`src/rtl/red_pitaya_pwm_ramp.sv`:
```
// Slew-limited PWM set-point ramp: moves an 8.4 fixed-point duty toward a target once per PWM frame.
// Define PWM_RAMP_DITHER_EN to drive the fractional dither pattern on cfg[15:0].
module red_pitaya_pwm_ramp #(
  parameter logic [7:0] FULL = 8'd156,
  parameter int         CCW  = 24
) (
  input  logic           clk,
  input  logic           rst,
  input  logic [11:0]    set_val,
  input  logic           set_we,
  input  logic [11:0]    step,
  input  logic           pwm_s,
  output logic [CCW-1:0] cfg,
  output logic           busy,
  output logic           done
);

  typedef enum logic {
    IDLE = 1'b0,
    RAMP = 1'b1
  } state_t;

  state_t      r_state;
  state_t      w_state_next;
  logic [11:0] r_tgt;
  logic [11:0] r_cur;
  logic [11:0] w_cur_next;
  logic [11:0] w_tgt_next;
  logic [11:0] w_lim;
  logic [11:0] w_clamp;
  logic [12:0] w_diff;
  logic [12:0] w_sum;
  logic        w_up;
  logic        w_frame;
  logic        w_finish;
  logic        w_done_next;
  logic [23:0] w_cfg_next;

`ifdef PWM_RAMP_DITHER_EN
  // Bit i is set where floor(i*f/16) steps up, spreading f ones evenly over 16 slots.
  function automatic logic [15:0] f_pat(input logic [3:0] f);
    logic [15:0] p;
    logic [7:0]  a;
    logic [7:0]  b;
    p = 16'h0000;
    for (int i = 0; i < 16; i++) begin
      a    = 8'(i + 1) * {4'd0, f};
      b    = 8'(i) * {4'd0, f};
      p[i] = (a[7:4] != b[7:4]);
    end
    return p;
  endfunction
`endif

  assign w_lim   = {FULL, 4'h0};
  assign w_clamp = (set_val > w_lim) ? w_lim : set_val;

  always_comb begin
    w_up        = (r_tgt > r_cur);
    w_diff      = w_up ? ({1'b0, r_tgt} - {1'b0, r_cur}) : ({1'b0, r_cur} - {1'b0, r_tgt});
    w_sum       = w_up ? ({1'b0, r_cur} + {1'b0, step}) : ({1'b0, r_cur} - {1'b0, step});
    w_frame     = pwm_s && (r_state == RAMP);
    w_finish    = w_frame && ((step == 12'd0) || (w_diff <= {1'b0, step}));
    w_cur_next  = r_cur;
    w_tgt_next  = r_tgt;
    w_state_next = r_state;
    w_done_next = 1'b0;
    if (w_finish) begin
      w_cur_next   = r_tgt;
      w_state_next = IDLE;
      w_done_next  = 1'b1;
    end else if (w_frame) begin
      w_cur_next = w_sum[11:0];
    end else begin
      w_cur_next = r_cur;
    end
    // A write overrides the frame's state decision but the step itself used the old target.
    if (set_we) begin
      w_tgt_next   = w_clamp;
      w_state_next = (w_clamp != w_cur_next) ? RAMP : IDLE;
      w_done_next  = 1'b0;
    end else begin
      w_tgt_next = r_tgt;
    end
`ifdef PWM_RAMP_DITHER_EN
    w_cfg_next = {w_cur_next[11:4], f_pat(w_cur_next[3:0])};
`else
    w_cfg_next = {w_cur_next[11:4], 16'h0000};
`endif
  end

  always_ff @(posedge clk or posedge rst) begin
    if (rst) begin
      r_state <= IDLE;
    end else begin
      r_state <= w_state_next;
    end
  end

  always_ff @(posedge clk or posedge rst) begin
    if (rst) begin
      r_tgt <= 12'd0;
      r_cur <= 12'd0;
      cfg   <= '0;
      busy  <= 1'b0;
      done  <= 1'b0;
    end else begin
      r_tgt <= w_tgt_next;
      busy  <= (w_state_next == RAMP);
      done  <= w_done_next;
      if (w_frame) begin
        r_cur <= w_cur_next;
        cfg   <= CCW'(w_cfg_next);
      end
    end
  end

endmodule

```
`config.mk`:
```
export PLATFORM = sky130hd
export DESIGN_NAME = red_pitaya_pwm_ramp
export DESIGN_NICKNAME = d
export VERILOG_FILES = /design/src/rtl/red_pitaya_pwm_ramp.sv
export SDC_FILE = /design/constraint.sdc
export NUM_CORES = 1
export LEC_CHECK = 0
export ABC_AREA = 1
export CAP_MARGIN = 20
export CORE_MARGIN = 2
export CORE_UTILIZATION = 57
export DETAILED_ROUTE_END_ITERATION = 16
export PLACE_DENSITY = 0.87
export SETUP_SLACK_MARGIN = 0.1
export SYNTH_ARGS = -nofsm -noshare
export SYNTH_HDL_FRONTEND = slang
export SYNTH_SLANG_ARGS = --single-unit
```
`constraint.sdc`:
```
create_clock -name clk -period 4.4 [get_ports clk]
set_clock_uncertainty 0.05 [all_clocks]
set_input_delay 1.1 -clock clk [delete_from_list [all_inputs] [get_ports clk]]
set_output_delay 1.1 -clock clk [all_outputs]
set_load 0.02 [all_outputs]
```
======== Yosys cells after proc, flatten, opt, wreduce, memory -nomap -nowiden ========
Index checks and enable logic that the tools add are counted.
storage, ports and cells
  flip-flop bits (word level) ............. 34
  input bits .............................. 28
  output and inout port bits .............. 26
  logic and storage cells ................. 28
operators by class
  $add $sub $neg .......................... 4
  magnitude comparators ................... 3
  equal/unequal tests ..................... 1
  multiplexer cells ....................... 10
  reduce and logical (&&, ||, !) cells .... 5
operators with widths
  kind                    count
  $mux W12                4
  $sub A12 B12 Y13        2
  $le A13 B12 Y1          1
  $mux W13                1
  $add A12 B12 Y12        1
  $gt A12 B12 Y1          1
  $gt A12 B12 Y1 const B  1
  $logic_not A12 Y1       1
  $ne A12 B12 Y1          1
  $sub A12 B12 Y12        1
  $mux W1                 5
  $logic_and A1 B1 Y1     2
  $reduce_bool A2 Y1      1
  $logic_or A1 B1 Y1      1

======== Depth between registers and ports, before layout ========
  word-level depth ........................ 9
  mapped depth ............................ 39
  depth with buffers taken out ............ 37

======== Worst setup path before layout ========
OpenSTA, ideal clock, no wires.
  path kind ............................... flip-flop to flip-flop
  start ................................... register r_cur[11]
  end ..................................... register busy
  setup time .............................. 0.122 ns
  arrival ................................. 3.735 ns
  data required time ...................... 4.228 ns
  slack ................................... 0.493 ns
  cell stages (with the launch flop) ...... 35
  buffers on the path ..................... 2
  clock period less this slack ............ 3.907 ns
  cells stage by stage .................... dfrtp_1 > inv_1 > ha_1 > inv_1 > nor2_2 > inv_1 > nor2_1 > nand2_1 > nand2_2 > nand2_2 > buf_2 > nand3_1 > o21ai_1 > o221ai_1 > inv_1 > o21ai_1 > xnor2_1 > inv_1 > ha_1 > nand2_1 > nor4_1 > nand2_1 > nand2_1 > nand2_1 > nand2_4 > nand2_4 > buf_6 > nand2_2 > nand2_2 > nand2_1 > nand2_1 > nor2_1 > nand2_1 > nor2_1 > a21oi_1
on the way
  longest elaborated chain between the ends .. 9
  elaborated cells on any way between the ends .. 16
  those cells by class .................... add/sub (4); order compare (2); eq/ne (1); mux (6); reduce/logical (3)
ends and longest elaborated chain
  element                                             RTL line  text
  start: declaration                                  26        logic [11:0] r_cur;
  start signal: assignment                            112       r_cur <= w_cur_next;
  $sub A12 B12 Y13 or $gt A12 B12 Y1 (tied branches)  60, 59
  $mux W13                                            60        w_diff = w_up ? ({1'b0, r_tgt} - {1'b0, r_cur}) : ({1'b0, r_cur} - {1'b0, r_tgt});
  $le A13 B12 Y1                                      63        w_finish = w_frame && ((step == 12'd0) || (w_diff <= {1'b0, step}));
  $logic_or A1 B1 Y1                                  63
  $logic_and A1 B1 Y1                                 63
  $mux W12                                            68        if (w_finish) begin
  $ne A12 B12 Y1                                      80        w_state_next = (w_clamp != w_cur_next) ? RAMP : IDLE;
  $mux W1                                             80
  $mux W1                                             78        if (set_we) begin
  end signal: assignment                              109       busy <= (w_state_next == RAMP);
  end: declaration                                    14        output logic busy,
Several ways; a longest one is shown, not always the timed one.
A chain may end at the register's enable or synchronous reset.

======== Final worst setup path ========
  start ................................... register r_tgt[1]
  end ..................................... register busy
on the way
  longest elaborated chain between the ends .. 9
  elaborated cells on any way between the ends .. 14
  those cells by class .................... add/sub (2); order compare (2); eq/ne (1); mux (6); reduce/logical (3)
ends and longest elaborated chain
  element                                             RTL line  text
  start: declaration                                  25        logic [11:0] r_tgt;
  start signal: assignment                            108       r_tgt <= w_tgt_next;
  $sub A12 B12 Y13 or $gt A12 B12 Y1 (tied branches)  60, 59
  $mux W13                                            60
  $le A13 B12 Y1                                      63
  $logic_or A1 B1 Y1                                  63
  $logic_and A1 B1 Y1                                 63
  $mux W12                                            68
  $ne A12 B12 Y1                                      80
  $mux W1                                             80
  $mux W1                                             78
Several ways; a longest one is shown, not always the timed one.

==> flow_summary.json <==
{
  "numClockSinks": 26,
  "worst_slack_ns": -0.136,
  "netlist_instances": 636,
  "numPortBuffers": 37,
  "grt_use_total": 0.319,
  "crit_slowest_cell": "sky130_fd_sc_hd__dfrtp_1",
  "synth-edff-count": 0,
  "clk_pin_slew_worst_paths_ns": 0.09,
  "netlist_area_um2": 3960,
  "ys_dominant_reg_cell": "sky130_fd_sc_hd__dfrtp_1",
  "final_net_count": 841,
  "layout_min_cycle_time_ns": 4.54,
  "timing_worst_slew_pin_value_ns": 0.763,
  "route.detailed.vias_per_inst": 6.02,
  "clk_latency_ns": 0.28,
  "maxSlewHeadroom": 0.488,
  "initial_antenna_violation_count": 0,
  "synth_async_reset_ratio": 1.00,
  "worst-setup-path-type": "flop to flop",
  "maxCapViolations": 0,
  "startpoint_type": "flop",
  "cp_data_arrival_time_ns": 4.66,
  "hold_path.class": "flop to flop",
  "final_cell_mix": "sky130_fd_sc_hd__nand2_1, sky130_fd_sc_hd__buf_4, sky130_fd_sc_hd__inv_1, sky130_fd_sc_hd__nand3_1, sky130_fd_sc_hd__clkdlybuf4s50_1",
  "yosysWarningCount": 0,
  "top_level_ports": 54,
  "status": "finished, violations left",
  "finalSetupViolations": 1,
  "report.final.hold_viol_count": 0,
  "globalRouteOverflowTotal": 0,
  "grt_setup_unrepaired": "yes",
  "period_share": 1.03,
  "worstSetupEndpointType": "flop",
  "die_area_um2": 7640,
  "final_hpwl_dp_um": 10000,
  "layout.cells.most_common": "sky130_fd_sc_hd__nand2_1",
  "first_pass_grt_wire_length_um": 19300,
  "yosys_register_bits": 26,
  "cts_inserted_buffers": 3,
  "report.final.slew_viol_count": 0,
  "hold_start": "r_tgt[0]",
  "dr_total_vias": 5057,
  "setup-tns-final_ns": -0.136,
  "areaGrowthSynthToFinish_pct": 48.2,
  "detail_route.first_pass.iterations": 6,
  "route.final.wire_length_um": 15800,
  "critical_path_required_ns": 4.52,
  "ant_nets": 0,
  "netlist-cell-type-count": 40,
  "cts_tree": "done",
  "insertedDiodeCount": 0,
  "initial_utilization": 0.587,
  "synth_area_per_cell_um2": 6.23,
  "final_layout_size_suffix_gt1_frac": 0.328,
  "failing_checks": "negative setup slack",
  "wl_per_cell_um": 18.8,
  "timing.critical_path.fanout_max": 6,
  "floorplan.die.height_um": 87.4,
  "seq_area_frac_synth": 0.164,
  "number_of_global_route_vias_before_repair": 4182,
  "max-clock-path-buffers": 2,
  "drtIter0Drc": 573,
  "detail_route.drc_violations": 0,
  "cp_slowest_stage_delay_ns": 0.42,
  "crit_path_frequent_cell": "sky130_fd_sc_hd__nand2_1",
  "core.rowCount": 30,
  "htreeDepth": 1,
  "cts-root-buf": "sky130_fd_sc_hd__clkbuf_8",
  "timing.critical_path.from": "r_tgt[1]",
  "gp_routability_congestion": 0.969,
  "core-area_um2": 6760,
  "grt_start_max_net_pins": 27,
  "achievable-frequency_mhz": 220,
  "die_span_x_um": 87.4,
  "r2r-start": "r_tgt[1]"
}
[flip-flops by register name, indices dropped and copies added, names as in the netlist]
register / count
busy: 1
done: 1
r_cur: 12
r_tgt: 12
[synthesized netlist by cell type, types with 3 or more instances]
cell / n / area share
sky130_fd_sc_hd__ha_1: 48 / 0.15
sky130_fd_sc_hd__o211ai_1: 4 / 0.0076
sky130_fd_sc_hd__o21ai_0: 38 / 0.048
sky130_fd_sc_hd__o21bai_1: 3 / 0.0057
sky130_fd_sc_hd__fa_1: 3 / 0.015
sky130_fd_sc_hd__nand2_2: 13 / 0.021
sky130_fd_sc_hd__buf_4: 25 / 0.047
sky130_fd_sc_hd__nand2_1: 171 / 0.16
sky130_fd_sc_hd__clkbuf_1: 6 / 0.0057
sky130_fd_sc_hd__nor3_1: 4 / 0.0051
sky130_fd_sc_hd__a21oi_1: 38 / 0.048
sky130_fd_sc_hd__xnor2_1: 5 / 0.011
sky130_fd_sc_hd__nor2_1: 42 / 0.040
sky130_fd_sc_hd__nor4_1: 3 / 0.0047
sky130_fd_sc_hd__xor2_1: 15 / 0.033
sky130_fd_sc_hd__nand4_1: 4 / 0.0063
sky130_fd_sc_hd__nand3_1: 55 / 0.069
sky130_fd_sc_hd__buf_2: 3 / 0.0038
sky130_fd_sc_hd__o21ai_1: 4 / 0.0051
sky130_fd_sc_hd__inv_1: 95 / 0.090
sky130_fd_sc_hd__inv_2: 4 / 0.0038
sky130_fd_sc_hd__or2_2: 4 / 0.0063
sky130_fd_sc_hd__dfrtp_1: 26 / 0.16
sky130_fd_sc_hd__nor2_2: 3 / 0.0047
[critical path: cells and delay by family, from the launching register on]
kind	cells	cell delay, ns
xor gates and xnor gates	1	0.29
buffers and inverters	6	0.74
adders and majority gates	2	0.58
and+or+nand+nor	19	1.81
AOI/OAI and AO/OA	4	0.54
DFF	1	0.42
[per-stage QoR]
stage | cells | cell area, um2 | util | hold WS (ns) | setup slack, ns
floorplan | 651 | 4020 | - | 0.428 | 0.493
global placement | 805 | 4810 | 0.711 | 0.475 | -0.0112
detailed placement | 805 | 4810 | 0.711 | 0.484 | -0.110
CTS | 809 | 4960 | 0.734 | 0.504 | 0.110
global route | 840 | 5870 | 0.869 | 0.616 | -0.206
finish | 840 | 5870 | 0.869 | 0.604 | -0.136
[layout make-up]
| type | instances | area, um2 |
|---|---|---|
| clock buffers | 3 | 41.3 |
| well taps | 80 | 100 |
| repair buffers | 140 | 1250 |
| flip-flops and latches | 26 | 654 |
| inverters | 100 | 383 |
| multi-input cells | 491 | 3450 |
| fillers | 350 | 883 |
[kinds of logic (layout without fill, tap and decap cells)]
group | count (synthesis) | in the layout | synth area share
AO/OA/AOI/OAI | 98 | 98 | 0.136
buffers and inverters | 135 | 243 | 0.154
flip-flops | 26 | 26 | 0.164
AND/OR/NAND/NOR | 304 | 305 | 0.331
other | 1 | 16 | 0.000946
multiplexers | 1 | 1 | 0.00253
XOR/XNOR | 20 | 20 | 0.0442
adder cells (fa/ha/maj) | 51 | 51 | 0.167
[path summary, 6_finish.rpt]
| path | end | slack (ns) | cells after the start |
|---|---|---|---|
| max reg2reg | busy | -0.14 | 32 |
| min reg2reg | r_tgt[0] | 0.60 | 3 |
| max in group asynchronous | r_tgt[10] | 2.92 | 3 |
| min | r_tgt[0] | 0.60 | 3 |
| min in group asynchronous | r_cur[0] | 0.98 | 2 |
| max | busy | -0.14 | 32 |
[timing repair]
| action | in CTS | in global routing |
|---|---|---|
| pin swaps | 3 | 65 |
| hold buffers | 0 | 0 |
| endpoints found under the setup margin | 1 | 3 |
| setup buffers | 1 | 28 |
| resized for setup | 23 | 143 |
| gates cloned | 0 | 2 |
[per-layer routing]
layer  up-vias  share of wire  global-route usage
met5         -              0                   0
met2       378           0.48               0.585
li1       2251              -                   -
met3       113          0.087              0.0171
met4         0          0.065              0.0755
met1      2315           0.37               0.407
Power is not shown: default switching activity piles up to over one toggle a cycle in this logic, so the estimate is an artifact.
